$ cat src/rtl/button_event_pkg.sv
// -----------------------------------------------------------------------------
// button_event_pkg
// Shared definitions for the button event generator:
//   - btn_ev_state_t : per-channel FSM state encoding
//   - clog2_int / max_int : elaboration-time helpers for counter sizing
//   - default repeat delay/period constants for the 25 MHz and 50 MHz builds
//     (1 s initial delay, 200 ms repeat period)
// No ports (package).
// -----------------------------------------------------------------------------
package button_event_pkg;

   typedef enum logic [1:0] {
      IDLE   = 2'd0,
      HOLD   = 2'd1,
      REPEAT = 2'd2
   } btn_ev_state_t;

   localparam int DELAY_25M  = 25_000_000;
   localparam int PERIOD_25M = 5_000_000;
   localparam int DELAY_50M  = 50_000_000;
   localparam int PERIOD_50M = 10_000_000;

   // Smallest width able to hold values 0..value-1; never less than 1 bit.
   function automatic int clog2_int(input int value);
      int w;
      w = 0;
      while ((32'sd1 <<< w) < value) begin
         w = w + 1;
      end
      return (w < 1) ? 1 : w;
   endfunction

   function automatic int max_int(input int a, input int b);
      return (a > b) ? a : b;
   endfunction

endpackage

$ cat src/rtl/button_event_cell.sv
// -----------------------------------------------------------------------------
// button_event_cell
// One button channel: edge detect, hold counter and IDLE/HOLD/REPEAT FSM.
// Ports:
//   clk, rst     : clock, synchronous active-high reset
//   btn          : debounced level, 1 = pressed
//   press        : registered one-cycle pulse on press edge and each repeat
//   release_evt  : registered one-cycle pulse on release edge
//   repeating    : registered level, 1 while in REPEAT
//   press_next   : value press takes at the next edge (lets the top register
//                  an OR of all channels aligned with press)
// -----------------------------------------------------------------------------
module button_event_cell
   import button_event_pkg::*;
#(
   parameter int REPEAT_DELAY  = DELAY_25M,
   parameter int REPEAT_PERIOD = PERIOD_25M,
   parameter bit REPEAT_EN     = 1'b1
) (
   input  logic clk,
   input  logic rst,
   input  logic btn,
   output logic press,
   output logic release_evt,
   output logic repeating,
   output logic press_next
);

   localparam int CNT_W = clog2_int(max_int(REPEAT_DELAY, REPEAT_PERIOD));
   localparam logic [CNT_W-1:0] DELAY_LAST  = CNT_W'(REPEAT_DELAY - 1);
   localparam logic [CNT_W-1:0] PERIOD_LAST = CNT_W'(REPEAT_PERIOD - 1);
   localparam logic [CNT_W-1:0] CNT_ZERO    = CNT_W'(32'd0);
   localparam logic [CNT_W-1:0] CNT_ONE     = CNT_W'(32'd1);

   btn_ev_state_t    state_r, state_nxt_s;
   logic [CNT_W-1:0] cnt_r, cnt_nxt_s;
   logic             prev_r;
   logic             press_r, release_r, repeating_r;
   logic             press_nxt_s, release_nxt_s;

   // Next-state, counter and event decode for this channel.
   always_comb begin
      state_nxt_s   = state_r;
      cnt_nxt_s     = cnt_r;
      press_nxt_s   = 1'b0;
      release_nxt_s = 1'b0;
      case (state_r)
         IDLE: begin
            // prev is forced high by reset, so a button held through reset
            // must be released before it can produce a press.
            if (btn && !prev_r) begin
               press_nxt_s = 1'b1;
               cnt_nxt_s   = CNT_ZERO;
               state_nxt_s = HOLD;
            end else begin
               state_nxt_s = IDLE;
            end
         end
         HOLD: begin
            // Release is tested first so it wins over a terminal count.
            if (!btn) begin
               release_nxt_s = 1'b1;
               cnt_nxt_s     = CNT_ZERO;
               state_nxt_s   = IDLE;
            end else if (REPEAT_EN && (cnt_r == DELAY_LAST)) begin
               press_nxt_s = 1'b1;
               cnt_nxt_s   = CNT_ZERO;
               state_nxt_s = REPEAT;
            end else if (REPEAT_EN) begin
               cnt_nxt_s = cnt_r + CNT_ONE;
            end else begin
               // Repeat disabled: counter frozen, HOLD just waits for release.
               cnt_nxt_s = cnt_r;
            end
         end
         REPEAT: begin
            if (!btn) begin
               release_nxt_s = 1'b1;
               cnt_nxt_s     = CNT_ZERO;
               state_nxt_s   = IDLE;
            end else if (cnt_r == PERIOD_LAST) begin
               press_nxt_s = 1'b1;
               cnt_nxt_s   = CNT_ZERO;
            end else begin
               cnt_nxt_s = cnt_r + CNT_ONE;
            end
         end
         default: begin
            state_nxt_s = IDLE;
            cnt_nxt_s   = CNT_ZERO;
         end
      endcase
   end

   // State, counter, previous level and registered event outputs.
   always_ff @(posedge clk) begin
      if (rst) begin
         state_r     <= IDLE;
         cnt_r       <= CNT_ZERO;
         prev_r      <= 1'b1;
         press_r     <= 1'b0;
         release_r   <= 1'b0;
         repeating_r <= 1'b0;
      end else begin
         state_r     <= state_nxt_s;
         cnt_r       <= cnt_nxt_s;
         prev_r      <= btn;
         press_r     <= press_nxt_s;
         release_r   <= release_nxt_s;
         repeating_r <= (state_nxt_s == REPEAT);
      end
   end

   assign press       = press_r;
   assign release_evt = release_r;
   assign repeating   = repeating_r;
   assign press_next  = press_nxt_s;

endmodule

$ cat src/rtl/button_event_gen.sv
// -----------------------------------------------------------------------------
// button_event_gen
// Turns debounced button levels into press / auto-repeat / release events,
// one independent channel per button.
// Ports:
//   clk           : system clock
//   rst           : synchronous active-high reset
//   btn_state     : [N_BTN] debounced levels, 1 = pressed
//   btn_press     : [N_BTN] one-cycle pulse on press edge and each repeat
//   btn_release   : [N_BTN] one-cycle pulse on release edge
//   btn_repeating : [N_BTN] level, 1 while the channel auto-repeats
//   any_press     : registered OR of btn_press, aligned with btn_press
// -----------------------------------------------------------------------------
module button_event_gen
   import button_event_pkg::*;
#(
   parameter int               N_BTN         = 5,
   parameter int               REPEAT_DELAY  = DELAY_25M,
   parameter int               REPEAT_PERIOD = PERIOD_25M,
   parameter logic [N_BTN-1:0] REPEAT_MASK   = {N_BTN{1'b1}}
) (
   input  logic             clk,
   input  logic             rst,
   input  logic [N_BTN-1:0] btn_state,
   output logic [N_BTN-1:0] btn_press,
   output logic [N_BTN-1:0] btn_release,
   output logic [N_BTN-1:0] btn_repeating,
   output logic             any_press
);

   logic [N_BTN-1:0] press_next_s;
   logic             any_press_r;

   for (genvar i = 0; i < N_BTN; i++) begin : g_chan
      button_event_cell #(
         .REPEAT_DELAY  (REPEAT_DELAY),
         .REPEAT_PERIOD (REPEAT_PERIOD),
         .REPEAT_EN     (REPEAT_MASK[i])
      ) u_cell (
         .clk         (clk),
         .rst         (rst),
         .btn         (btn_state[i]),
         .press       (btn_press[i]),
         .release_evt (btn_release[i]),
         .repeating   (btn_repeating[i]),
         .press_next  (press_next_s[i])
      );
   end

   // OR of the cells' next press values, registered so it lines up with btn_press.
   always_ff @(posedge clk) begin
      if (rst) begin
         any_press_r <= 1'b0;
      end else begin
         any_press_r <= |press_next_s;
      end
   end

   assign any_press = any_press_r;

endmodule

$ cat config.mk
export PLATFORM = sky130hd
export DESIGN_NAME = button_event_gen
export DESIGN_NICKNAME = d
export VERILOG_FILES = /design/src/rtl/button_event_pkg.sv /design/src/rtl/button_event_cell.sv /design/src/rtl/button_event_gen.sv
export SDC_FILE = /design/constraint.sdc
export NUM_CORES = 1
export LEC_CHECK = 0
export ABC_CLOCK_PERIOD_IN_PS = 5700
export BUFFER_PORTS_ARGS = -buffer_cell sky130_fd_sc_hd__buf_2
export CORE_UTILIZATION = 35
export DETAILED_ROUTE_END_ITERATION = 10
export GPL_TIMING_DRIVEN = 1
export PLACE_DENSITY_LB_ADDON = 0.3
export SLEW_MARGIN = 5
export SYNTH_ARGS = -nofsm -noshare
export SYNTH_HDL_FRONTEND = slang
export SYNTH_SLANG_ARGS = --single-unit
$ cat constraint.sdc
create_clock -name clk -period 5.7 [get_ports clk]
set_input_delay 0.285 -clock clk [delete_from_list [all_inputs] [get_ports clk]]
set_output_delay 0.285 -clock clk [all_outputs]
set_load 0.01 [all_outputs]
After elaboration in Yosys (flattened, before gate mapping)
Index checks and enable logic that the tools add are counted.

Bits in registers: 156. Input bits: 7. Output and inout bits: 16.

Add/subtract/negate cells: 5. Equality and inequality tests: 30. Multiplexer cells: 90. Bitwise gates (word level): 5. Reductions and logical operators: 26.

Operator list (count): 2-to-1 mux 25 bit (25); one-hot mux 25 bit (3 select lines) (5); adder 25 x 1 -> 25 bit, second input constant (5); equality test 25 x 23 -> 1 bit, second input constant (5); equality test 25 bit, second input constant (5); 2-to-1 mux 1 bit (35); 2-to-1 mux 2 bit (15); one-hot mux 2 bit (3 select lines) (5); equality test 2 bit, second input constant (10); OR reduction 2 bit (10); one-hot mux 1 bit (3 select lines) (5); equality test 2 x 1 -> 1 bit, second input constant (5); zero test 2 bit (5); inequality test 2 x 1 -> 1 bit, second input constant (5); logical AND 1 bit (5); zero test 1 bit (5); inverter 1 bit (5); OR reduction 5 bit (1).

Logic depth before layout (Yosys ltp)
Gate-level depths: netlist of the first run.

Depth in word-level cells: 5. Depth in mapped cells: 9. Mapped depth without buffers: 8.

Hierarchy
From an unflattened synthesis of the first run, not the netlist that was laid out.

Cell total of the unflattened synthesis: 1085. Area, all modules: 8593.2 µm².

By module, submodules not included: button_event_cell (g_chan[0].u_cell ...) (instances 4, cells an instance 217, area an instance 1717.9 µm², sequential area each 620.6 µm²); button_event_cell (g_chan[4].u_cell) (instances 1, cells an instance 213, area an instance 1687.9 µm², sequential area each 620.6 µm²); button_event_gen (instances 1, cells an instance 4, area an instance 33.8 µm², sequential area each 20.0 µm²).

Worst setup path before layout of the first run
No wires, ideal clock.

Kind: register to register. Start point: reg g_chan[1].u_cell.cnt_r[0]. End point: reg g_chan[1].u_cell.cnt_r[11]. Arrival: 2129 ps. Slack: 3465 ps. Stages on the path, launching flop included: 9. Buffers on the path: 2. Period minus slack after synthesis: 2235 ps. Cell sequence: dfxtp_1 -> ha_1 -> and4_1 -> nand4_1 -> o21ai_1 -> a2111o_1 -> buf_2 -> buf_4 -> o311ai_0.

Longest elaborated chain between the ends: 4.

RTL lines: from (decl) (line button_event_cell.sv:36) `logic [CNT_W-1:0] cnt_r, cnt_nxt_s;`; from (signal assigned) (line button_event_cell.sv:106) `cnt_r <= cnt_nxt_s;`; adder 25 x 1 -> 25 bit (tied with other cells) (line button_event_cell.sv:70, button_event_cell.sv:85); 2-to-1 mux 25 bit (on tied branches) (line button_event_cell.sv:81, button_event_cell.sv:65); 2-to-1 mux 25 bit (on tied branches) (line button_event_cell.sv:77, button_event_cell.sv:61); one-hot mux 25 bit (3 select lines) * (line button_event_cell.sv:47) `case (state_r)`.

Every way passes the cells marked *; elsewhere a longest branch is shown, timed or not. A chain may end at the register's enable or synchronous reset.

Final worst setup path of the first run
Start point: reg g_chan[1].u_cell.cnt_r[0]. End point: reg g_chan[1].u_cell.cnt_r[14].

Same word-level chain as after synthesis.

==> results of run 1 <==
kinds of logic after synthesis:
| kind of cell | count (synthesis) |
|---|---|
| AND/OR/NAND/NOR | 506 |
| AO/OA/AOI/OAI | 178 |
| flip-flops | 156 |
| buffers and inverters | 80 |
| XOR/XNOR | 54 |
| adder cells (fa/ha/maj) | 25 |
| multiplexers | 3 |
worst register-to-register path, stage by stage (launching register included):
cell,delay [ns]
dfxtp_1,0.34
ha_1,0.24
and4_1,0.26
nand4_1,0.24
o21ai_1,0.21
a211oi_2,1.00
nand3_1,0.20
o31ai_1,0.23
Yosys cell counts, drive strengths merged, types with 25 or more instances:
master and instances:
dfxtp 156, nand2 119, nor2 95, nand3 66, nand4 43, a21oi 41
o21ai 38, inv 36, nor3 36, a31oi 30, xor2 29, and3 28
buf 26, ha 25, xnor2 25
per-stage QoR:
stage	instances	hold WS (ns)
5_1_grt	1303	0.118
3_3_place_gp	1272	0.458
4_1_cts	1303	0.106
2_1_floorplan	1002	0.405
6_report	1303	0.121
3_5_place_dp	1272	0.464
layer usage:
metal	track usage, %	up-vias	routed length (um)
met5	0	-	0
met4	5.89	0	253
met3	3.14	21	683
met2	25.9	136	8560
met1	22.3	3306	9370
li1	-	3618	-
report_power, final:
| part | switching [mW] | leakage, nW | total (mW) | internal, mW |
|---|---|---|---|---|
| Combinational | 0.0531 | 1.46 | 0.0731 | 0.0200 |
| Sequential | 0.00344 | 1.26 | 1.10 | 1.10 |
| Clock | 0.458 | 0.297 | 1.22 | 0.765 |
| Total | 0.515 | 3.01 | 2.40 | 1.88 |
flip-flops by register name, summed over array words and instances (netlist names):
signal and cells:
g_chan.u_cell.state_r 10, g_chan.u_cell.press 5, g_chan.u_cell.prev_r 5, g_chan.u_cell.repeating 5, any_press 1, g_chan.u_cell.cnt_r 125
g_chan.u_cell.release_evt 5
layout make-up:
type	count	area, um2	share of cell area (%)
Timing Repair Buffer	28	155	1.72
Multi-Input combinational cell	766	4610	51.1
Inverter	37	139	1.54
Sequential cell	156	3120	34.6
Clock inverter	10	164	1.82
Clock buffer	21	470	5.22
Tap cell	285	357	3.96
worst min path at each step:
stage	from	end	slack, ns	cells after the start
after detailed placement	g_chan[2].u_cell.cnt_r[1]$_SDFFE_PP0P_	g_chan[2].u_cell.cnt_r[1]$_SDFFE_PP0P_	0.46	2
after global placement	g_chan[2].u_cell.cnt_r[1]$_SDFFE_PP0P_	g_chan[2].u_cell.cnt_r[1]$_SDFFE_PP0P_	0.46	2
after CTS	btn_state[3]	g_chan[3].u_cell.state_r[1]$_SDFF_PP0_	0.11	3
final	btn_state[3]	g_chan[3].u_cell.state_r[1]$_SDFF_PP0_	0.12	3
after floorplan	btn_state[0]	g_chan[0].u_cell.prev_r$_SDFF_PP1_	0.41	1
after global routing	btn_state[4]	g_chan[4].u_cell.prev_r$_SDFF_PP1_	0.12	2
==> metrics.txt, run 1 <==
# TYPE chip_impl_metric gauge
chip_impl_metric{name="syn-instance-count",unit=""} 1002
chip_impl_metric{name="clkSinkCount",unit=""} 156
chip_impl_metric{name="cts_resized",unit=""} 0
chip_impl_info{name="cp-endpoint",value="g_chan[1].u_cell.cnt_r[14]$_SDFFE_PP0P_"} 1
chip_impl_metric{name="reg2regPathDepth",unit=""} 7
chip_impl_metric{name="synth-adder-area-share",unit="%"} 3.85
chip_impl_info{name="final_cell_mix",value="dfxtp_1 (156), nand2_1 (119), nor2_1 (95)"} 1
chip_impl_metric{name="setup-violations-final",unit=""} 0
chip_impl_metric{name="worst_path_clk_slew",unit="ns"} 0.07
chip_impl_metric{name="number_of_enable_type_register_cells_in_the_synthesized_netlist",unit=""} 0
chip_impl_metric{name="clk_latency",unit="ns"} 0.43
chip_impl_metric{name="htree_num_levels",unit=""} 4
chip_impl_metric{name="fp.dieW",unit="um"} 154
chip_impl_metric{name="ys_types",unit=""} 64
chip_impl_metric{name="final_core_utilization",unit="%"} 39.7
chip_impl_metric{name="cp_num_cells",unit=""} 7
chip_impl_metric{name="power_leakage",unit="nW"} 3.01
chip_impl_metric{name="cts_setup_buffers",unit=""} 0
chip_impl_metric{name="first_global_vias",unit=""} 6529
chip_impl_metric{name="drtAntennaViolNets",unit=""} 0
chip_impl_info{name="crit-reg2reg-launch",value="g_chan[1].u_cell.cnt_r[0]$_SDFFE_PP0P_"} 1
chip_impl_metric{name="floorplan.core_area",unit="um2"} 22700
chip_impl_metric{name="setup_slack",unit="ns"} 2.90
chip_impl_info{name="setup.worst_path.start",value="g_chan[1].u_cell.cnt_r[0]$_SDFFE_PP0P_"} 1
chip_impl_metric{name="cts.hold.buffers_added",unit=""} 0
chip_impl_metric{name="crit_path_max_incr_delay",unit="ns"} 1.00
chip_impl_metric{name="sequential_fraction_of_the_synthesis_area",unit="%"} 38.5
chip_impl_metric{name="global_route_wire_length_before_repair",unit="um"} 31900
chip_impl_metric{name="synth_top_cell_area_share",unit="%"} 38.5
chip_impl_metric{name="synth_simple_gate_area_share",unit="%"} 32.0
chip_impl_metric{name="cts-buffers-inserted",unit=""} 17
chip_impl_metric{name="worst_relative_slew_slack",unit="%"} 23.1
chip_impl_metric{name="detailed_route_iter0_violations",unit=""} 481
chip_impl_info{name="worst_r2r_endpoint",value="g_chan[1].u_cell.cnt_r[14]$_SDFFE_PP0P_"} 1
chip_impl_metric{name="worst_pin_slew",unit="ns"} 1.15
chip_impl_info{name="endpoint_kind",value="flop"} 1
chip_impl_metric{name="final_total_power",unit="mW"} 2.40
chip_impl_metric{name="routed_via_density",unit=""} 5.43
chip_impl_metric{name="die_area",unit="um2"} 23800
chip_impl_metric{name="finalWirelength",unit="um"} 18900
chip_impl_info{name="synth_top_family_by_area",value="simple AND/OR/NAND/NOR gates"} 1
chip_impl_info{name="outcome",value="completed"} 1
chip_impl_info{name="unrepaired_setup_endpoints_after_global_routing",value="false"} 1
chip_impl_info{name="synthFlopType",value="dfxtp_1"} 1
chip_impl_metric{name="row_count",unit=""} 55
chip_impl_metric{name="num_vias",unit=""} 7081
chip_impl_metric{name="route.detailed.drc",unit=""} 0
chip_impl_metric{name="finalNetCount",unit=""} 1038
chip_impl_metric{name="yosys-mux-area-fraction",unit="%"} 0.370
chip_impl_metric{name="cp.buffers_inverters",unit=""} 0
chip_impl_metric{name="crit_required",unit="ns"} 6.04
chip_impl_metric{name="placedInstanceArea",unit="um2"} 8380
chip_impl_metric{name="synth.avg_cell_area",unit="um2"} 8.10
chip_impl_metric{name="gr-usage-all-layers",unit="%"} 16.4
chip_impl_info{name="most_common_cell_after_layout_fill_and_taps_aside",value="dfxtp_1"} 1
chip_impl_metric{name="critPathMaxFanout",unit=""} 17
chip_impl_info{name="min-delay-path-class",value="in -> reg"} 1
chip_impl_metric{name="post_synth_xor_area_fraction",unit="%"} 5.83
chip_impl_info{name="path_cells",value="ha_1, and4_1, nand4_1, o21ai_1, a211oi_2, nand3_1, o31ai_1"} 1
chip_impl_metric{name="ys_warn_count",unit=""} 0
chip_impl_info{name="root_buffer",value="clkbuf_16"} 1
chip_impl_info{name="critical-path-top-delay-family",value="compound AO/OA/AOI/OAI gates"} 1
chip_impl_metric{name="globalplace.congestion",unit=""} 0.913
chip_impl_info{name="synth_area_leaders",value="dfxtp_1 (38%), nand2_1 (5.5%), nor2_1 (4.4%)"} 1
chip_impl_metric{name="dr.pass1.iters",unit=""} 5
chip_impl_metric{name="clock_tree.buffer_depth",unit=""} 2
chip_impl_metric{name="grt.overflow.total",unit=""} 0
chip_impl_metric{name="timing.fmax",unit="MHz"} 357
chip_impl_metric{name="final-max-slew-violation-count",unit=""} 0
chip_impl_info{name="tritoncts",value="done"} 1
chip_impl_metric{name="postSynth.asyncResetShare",unit="%"} 0
chip_impl_info{name="timing.critical_path.slowest_stage_cell",value="a211oi_2"} 1
chip_impl_info{name="start_kind",value="flop"} 1
chip_impl_metric{name="synth_fp_nets",unit=""} 1034
chip_impl_metric{name="fin_setup_tns",unit="ns"} 0
chip_impl_info{name="synthDominantAreaCellType",value="dfxtp_1"} 1
chip_impl_metric{name="final_min_period_over_clock_period",unit="%"} 49.2
chip_impl_metric{name="cell_area_after_layout",unit="um2"} 9010
chip_impl_metric{name="grt_antenna_before_repair",unit=""} 0
chip_impl_metric{name="portBuffers",unit=""} 22
chip_impl_metric{name="yosys_register_bits",unit=""} 156
chip_impl_metric{name="fillerInstances",unit=""} 2309
chip_impl_metric{name="rrSetupSlack",unit="ns"} 2.90
chip_impl_metric{name="maxCapViolCount",unit=""} 0
chip_impl_metric{name="min_tclk_post_route",unit="ns"} 2.80
chip_impl_metric{name="irDropWorstVdd",unit="V"} 0.000180
chip_impl_metric{name="areaGrowthSynthToFinish",unit="%"} 11.0
chip_impl_metric{name="diodes",unit=""} 0
chip_impl_metric{name="grt_max_degree",unit=""} 46
chip_impl_metric{name="start_util",unit="%"} 35.8
chip_impl_info{name="setup.worst_path.class",value="reg -> reg"} 1
chip_impl_metric{name="placement.setup.worst_slack",unit="ns"} 2.92
chip_impl_metric{name="final_worst_clock_skew",unit="ns"} 0.0102
chip_impl_metric{name="num_io_pins",unit=""} 23
chip_impl_metric{name="drive_above_1_share",unit="%"} 8.25
chip_impl_metric{name="final_hold_vios",unit=""} 0
chip_impl_metric{name="power.density",unit="nW/um2"} 266
chip_impl_metric{name="wire_per_inst",unit="um"} 14.5
chip_impl_metric{name="post_synthesis_compound_gate_area_fraction",unit="%"} 14.7
chip_impl_metric{name="synth.cell_area",unit="um2"} 8120
chip_impl_metric{name="dp.final_hpwl",unit="um"} 13200
chip_impl_metric{name="die_h",unit="um"} 154
chip_impl_metric{name="critPathArrivalTime",unit="ns"} 3.15
Note: power is estimated with default switching activity, not from simulation.
==> run 2, diff against run 1 <==
--- a/config.mk
+++ b/config.mk
@@ -5,7 +5,8 @@
 export SDC_FILE = /design/constraint.sdc
 export NUM_CORES = 1
 export LEC_CHECK = 0
-export ABC_CLOCK_PERIOD_IN_PS = 5700
+export ABC_AREA = 1
+export ABC_CLOCK_PERIOD_IN_PS = 2500
 export BUFFER_PORTS_ARGS = -buffer_cell sky130_fd_sc_hd__buf_2
 export CORE_UTILIZATION = 35
 export DETAILED_ROUTE_END_ITERATION = 10
==> constraint.sdc (replaced) <==
create_clock -name clk -period 2.5 [get_ports clk]
set_input_delay 0.125 -clock clk [delete_from_list [all_inputs] [get_ports clk]]
set_output_delay 0.125 -clock clk [all_outputs]
set_load 0.01 [all_outputs]
==> metrics.txt, run 2 <==
# TYPE chip_impl_metric gauge
chip_impl_info{name="outcome",value="completed"} 1
chip_impl_metric{name="sequential_fraction_of_the_synthesis_area",unit="%"} 34.5
chip_impl_metric{name="gr-usage-all-layers",unit="%"} 16.2
chip_impl_metric{name="cts-buffers-inserted",unit=""} 17
chip_impl_info{name="min-delay-path-class",value="in -> reg"} 1
chip_impl_metric{name="irDropWorstVdd",unit="V"} 0.000391
chip_impl_metric{name="diodes",unit=""} 0
chip_impl_metric{name="placedInstanceArea",unit="um2"} 9380
chip_impl_metric{name="drive_above_1_share",unit="%"} 11.6
chip_impl_metric{name="cell_area_after_layout",unit="um2"} 10000
chip_impl_metric{name="drtAntennaViolNets",unit=""} 0
chip_impl_metric{name="row_count",unit=""} 58
chip_impl_metric{name="wire_per_inst",unit="um"} 12.2
chip_impl_info{name="setup.worst_path.class",value="reg -> reg"} 1
chip_impl_metric{name="maxCapViolCount",unit=""} 0
chip_impl_metric{name="clkSinkCount",unit=""} 156
chip_impl_metric{name="power_leakage",unit="nW"} 3.69
chip_impl_metric{name="worst_pin_slew",unit="ns"} 0.746
chip_impl_metric{name="global_route_wire_length_before_repair",unit="um"} 35300
chip_impl_metric{name="grt_antenna_before_repair",unit=""} 0
chip_impl_metric{name="fp.dieW",unit="um"} 163
chip_impl_metric{name="floorplan.core_area",unit="um2"} 25300
chip_impl_info{name="start_kind",value="flop"} 1
chip_impl_metric{name="die_h",unit="um"} 163
chip_impl_metric{name="crit_path_max_incr_delay",unit="ns"} 0.39
chip_impl_metric{name="timing.fmax",unit="MHz"} 471
chip_impl_info{name="path_cells",value="inv_1, ha_1, a21boi_2, buf_4, nor2_4, nand2_1, nor2_4, nand2_1, nor3_2, nand2_1, nand2_1, inv_1, nor3_2"} 1
chip_impl_info{name="synth_area_leaders",value="dfxtp_1 (35%), nand2_1 (10%), nor2_1 (7.7%)"} 1
chip_impl_metric{name="yosys_register_bits",unit=""} 156
chip_impl_metric{name="synth_fp_nets",unit=""} 1336
chip_impl_metric{name="min_tclk_post_route",unit="ns"} 2.12
chip_impl_metric{name="htree_num_levels",unit=""} 4
chip_impl_metric{name="route.detailed.drc",unit=""} 0
chip_impl_metric{name="largest_register_ffs",unit=""} 125
chip_impl_metric{name="finalNetCount",unit=""} 1352
chip_impl_metric{name="worst_path_clk_slew",unit="ns"} 0.06
chip_impl_metric{name="num_vias",unit=""} 7991
chip_impl_metric{name="num_io_pins",unit=""} 23
chip_impl_metric{name="layout.cells.non_filler",unit=""} 1663
chip_impl_metric{name="ys_warn_count",unit=""} 0
chip_impl_info{name="max_flop_register",value="g_chan.u_cell.cnt_r"} 1
chip_impl_metric{name="crit_required",unit="ns"} 2.86
chip_impl_info{name="post_synth_most_frequent_cells",value="nand2_1 (251), nor2_1 (186), inv_1 (172)"} 1
chip_impl_metric{name="portBuffers",unit=""} 22
chip_impl_metric{name="finalWirelength",unit="um"} 20300
chip_impl_metric{name="clock_tree.buffer_depth",unit=""} 2
chip_impl_metric{name="postSynth.asyncResetShare",unit="%"} 0
chip_impl_metric{name="ys_types",unit=""} 55
chip_impl_metric{name="placed_cells_incl_taps",unit=""} 1627
chip_impl_info{name="root_buffer",value="clkbuf_16"} 1
chip_impl_info{name="largest_registers",value="g_chan.u_cell.cnt_r x125, g_chan.u_cell.state_r x10"} 1
chip_impl_metric{name="synth.avg_cell_area",unit="um2"} 6.94
chip_impl_info{name="tritoncts",value="done"} 1
chip_impl_metric{name="power.density",unit="nW/um2"} 540
chip_impl_metric{name="final_hold_vios",unit=""} 0
chip_impl_info{name="unrepaired_setup_endpoints_after_global_routing",value="false"} 1
chip_impl_info{name="synthFlopType",value="dfxtp_1"} 1
chip_impl_metric{name="die_area",unit="um2"} 26500
chip_impl_info{name="most_common_cell_after_layout_fill_and_taps_aside",value="nand2_1"} 1
chip_impl_metric{name="synth.cell_area",unit="um2"} 9040
chip_impl_metric{name="final-max-slew-violation-count",unit=""} 0
chip_impl_info{name="timing.critical_path.slowest_stage_cell",value="dfxtp_1"} 1
chip_impl_metric{name="detailed_route_iter0_violations",unit=""} 532
chip_impl_info{name="final_cell_mix",value="nand2_1 (251), nor2_1 (186), inv_1 (172)"} 1
chip_impl_info{name="critPathMostFrequentCell",value="nand2_1"} 1
chip_impl_metric{name="globalplace.congestion",unit=""} 0.877
chip_impl_metric{name="syn-instance-count",unit=""} 1304
chip_impl_metric{name="fin_setup_tns",unit="ns"} 0
chip_impl_metric{name="dr.pass1.iters",unit=""} 5
chip_impl_metric{name="grt.overflow.total",unit=""} 0
chip_impl_metric{name="worst_relative_slew_slack",unit="%"} 50.2
chip_impl_info{name="synthMostInstantiatedCell",value="nand2_1"} 1
chip_impl_metric{name="start_util",unit="%"} 35.8
chip_impl_metric{name="dp.final_hpwl",unit="um"} 14900
chip_impl_metric{name="final_min_period_over_clock_period",unit="%"} 85.0
chip_impl_metric{name="setup-violations-final",unit=""} 0
chip_impl_metric{name="first_global_vias",unit=""} 7717
chip_impl_metric{name="clk_latency",unit="ns"} 0.43
chip_impl_metric{name="critPathArrivalTime",unit="ns"} 2.48
chip_impl_metric{name="routed_via_density",unit=""} 4.81
chip_impl_metric{name="cts_resized",unit=""} 0
chip_impl_metric{name="grt_max_degree",unit=""} 36
chip_impl_metric{name="areaGrowthSynthToFinish",unit="%"} 10.9
chip_impl_metric{name="final_worst_clock_skew",unit="ns"} 0.0118
chip_impl_metric{name="cp.buffers_inverters",unit=""} 3
chip_impl_metric{name="critPathMaxFanout",unit=""} 8
chip_impl_info{name="critical-path-top-delay-family",value="simple AND/OR/NAND/NOR gates"} 1
chip_impl_metric{name="number_of_enable_type_register_cells_in_the_synthesized_netlist",unit=""} 0
chip_impl_info{name="endpoint_kind",value="flop"} 1
chip_impl_info{name="synthDominantAreaCellType",value="dfxtp_1"} 1
chip_impl_metric{name="synth_top_cell_area_share",unit="%"} 34.5
-- run 2: per-stage QoR --
stage / hold WS [ns] / power (mW) / util [%] / worst slack, ns
floorplan: 0.197 / 2.71 / - / 0.792
global placement: 0.339 / 2.76 / 37.1 / 0.473
detailed placement: 0.341 / 2.76 / 37.1 / 0.388
CTS: 0.0133 / 5.48 / 39.7 / 0.373
global route: 0.0167 / 5.61 / 39.7 / 0.145
finish: 0.0110 / 5.41 / 39.7 / 0.376
-- run 2: path summary, 6_finish.rpt --
| check | start | endpoint | slack, ns | cells past startpoint |
|---|---|---|---|---|
| worst min-delay path | rst | g_chan[2].u_cell.press$_SDFF_PP0_ | 0.01 | 2 |
| worst max-delay path | g_chan[3].u_cell.state_r[0]$_SDFF_PP0_ | g_chan[3].u_cell.cnt_r[20]$_SDFFE_PP0P_ | 0.38 | 13 |
| worst max register to register | g_chan[3].u_cell.state_r[0]$_SDFF_PP0_ | g_chan[3].u_cell.cnt_r[20]$_SDFFE_PP0P_ | 0.38 | 13 |
| worst min register to register | g_chan[1].u_cell.cnt_r[23]$_SDFFE_PP0P_ | g_chan[1].u_cell.cnt_r[23]$_SDFFE_PP0P_ | 0.47 | 2 |
-- run 2: cells by family (layout without fill, tap and decap cells) --
kind of cell	count (synthesis)	after routing	synth area share, %
AO/OA/AOI/OAI	140	140	9.82
XOR/XNOR	45	45	4.36
adder cells (fa/ha/maj)	25	25	3.46
buffers and inverters	223	252	10.5
flip-flops	156	156	34.5
AND/OR/NAND/NOR	715	715	37.3
-- run 2: cell type report --
| type | instances | area [um2] |
|---|---|---|
| clock buffers | 19 | 443 |
| clock inverters | 13 | 165 |
| fillers | 2608 | 15200 |
| inverters | 184 | 691 |
| multi-input cells | 925 | 4970 |
| flip-flops and latches | 156 | 3120 |
| well taps | 330 | 413 |
| repair buffers | 36 | 225 |
-- run 2: worst register-to-register path, delay by kind of cell (launching register included) --
kind | cells | cell delay, ns
simple gates | 8 | 0.92
buf+inv | 3 | 0.33
flops | 1 | 0.39
compound gates | 1 | 0.21
fa+ha+maj | 1 | 0.21
-- run 2: timing repair --
item / 4_1_cts / 5_1_grt
hold buffers: 4 / 0
endpoints found under the hold margin: 9 / 0
buffers inserted: 0 / 0
-- run 2: layer usage --
| metal | wire, um | global-route usage (%) | vias up |
|---|---|---|---|
| met5 | 0 | 0 | - |
| met4 | 285 | 5.31 | 0 |
| met3 | 773 | 3.31 | 24 |
| met2 | 9180 | 26.6 | 135 |
| met1 | 10100 | 21.1 | 3588 |
| li1 | - | - | 4244 |
-- run 2: report_power, final --
part / internal (mW) / total, mW / switching [mW]
Clock: 1.60 / 2.70 / 1.10
Sequential: 2.50 / 2.51 / 0.00969
Combinational: 0.0551 / 0.201 / 0.146
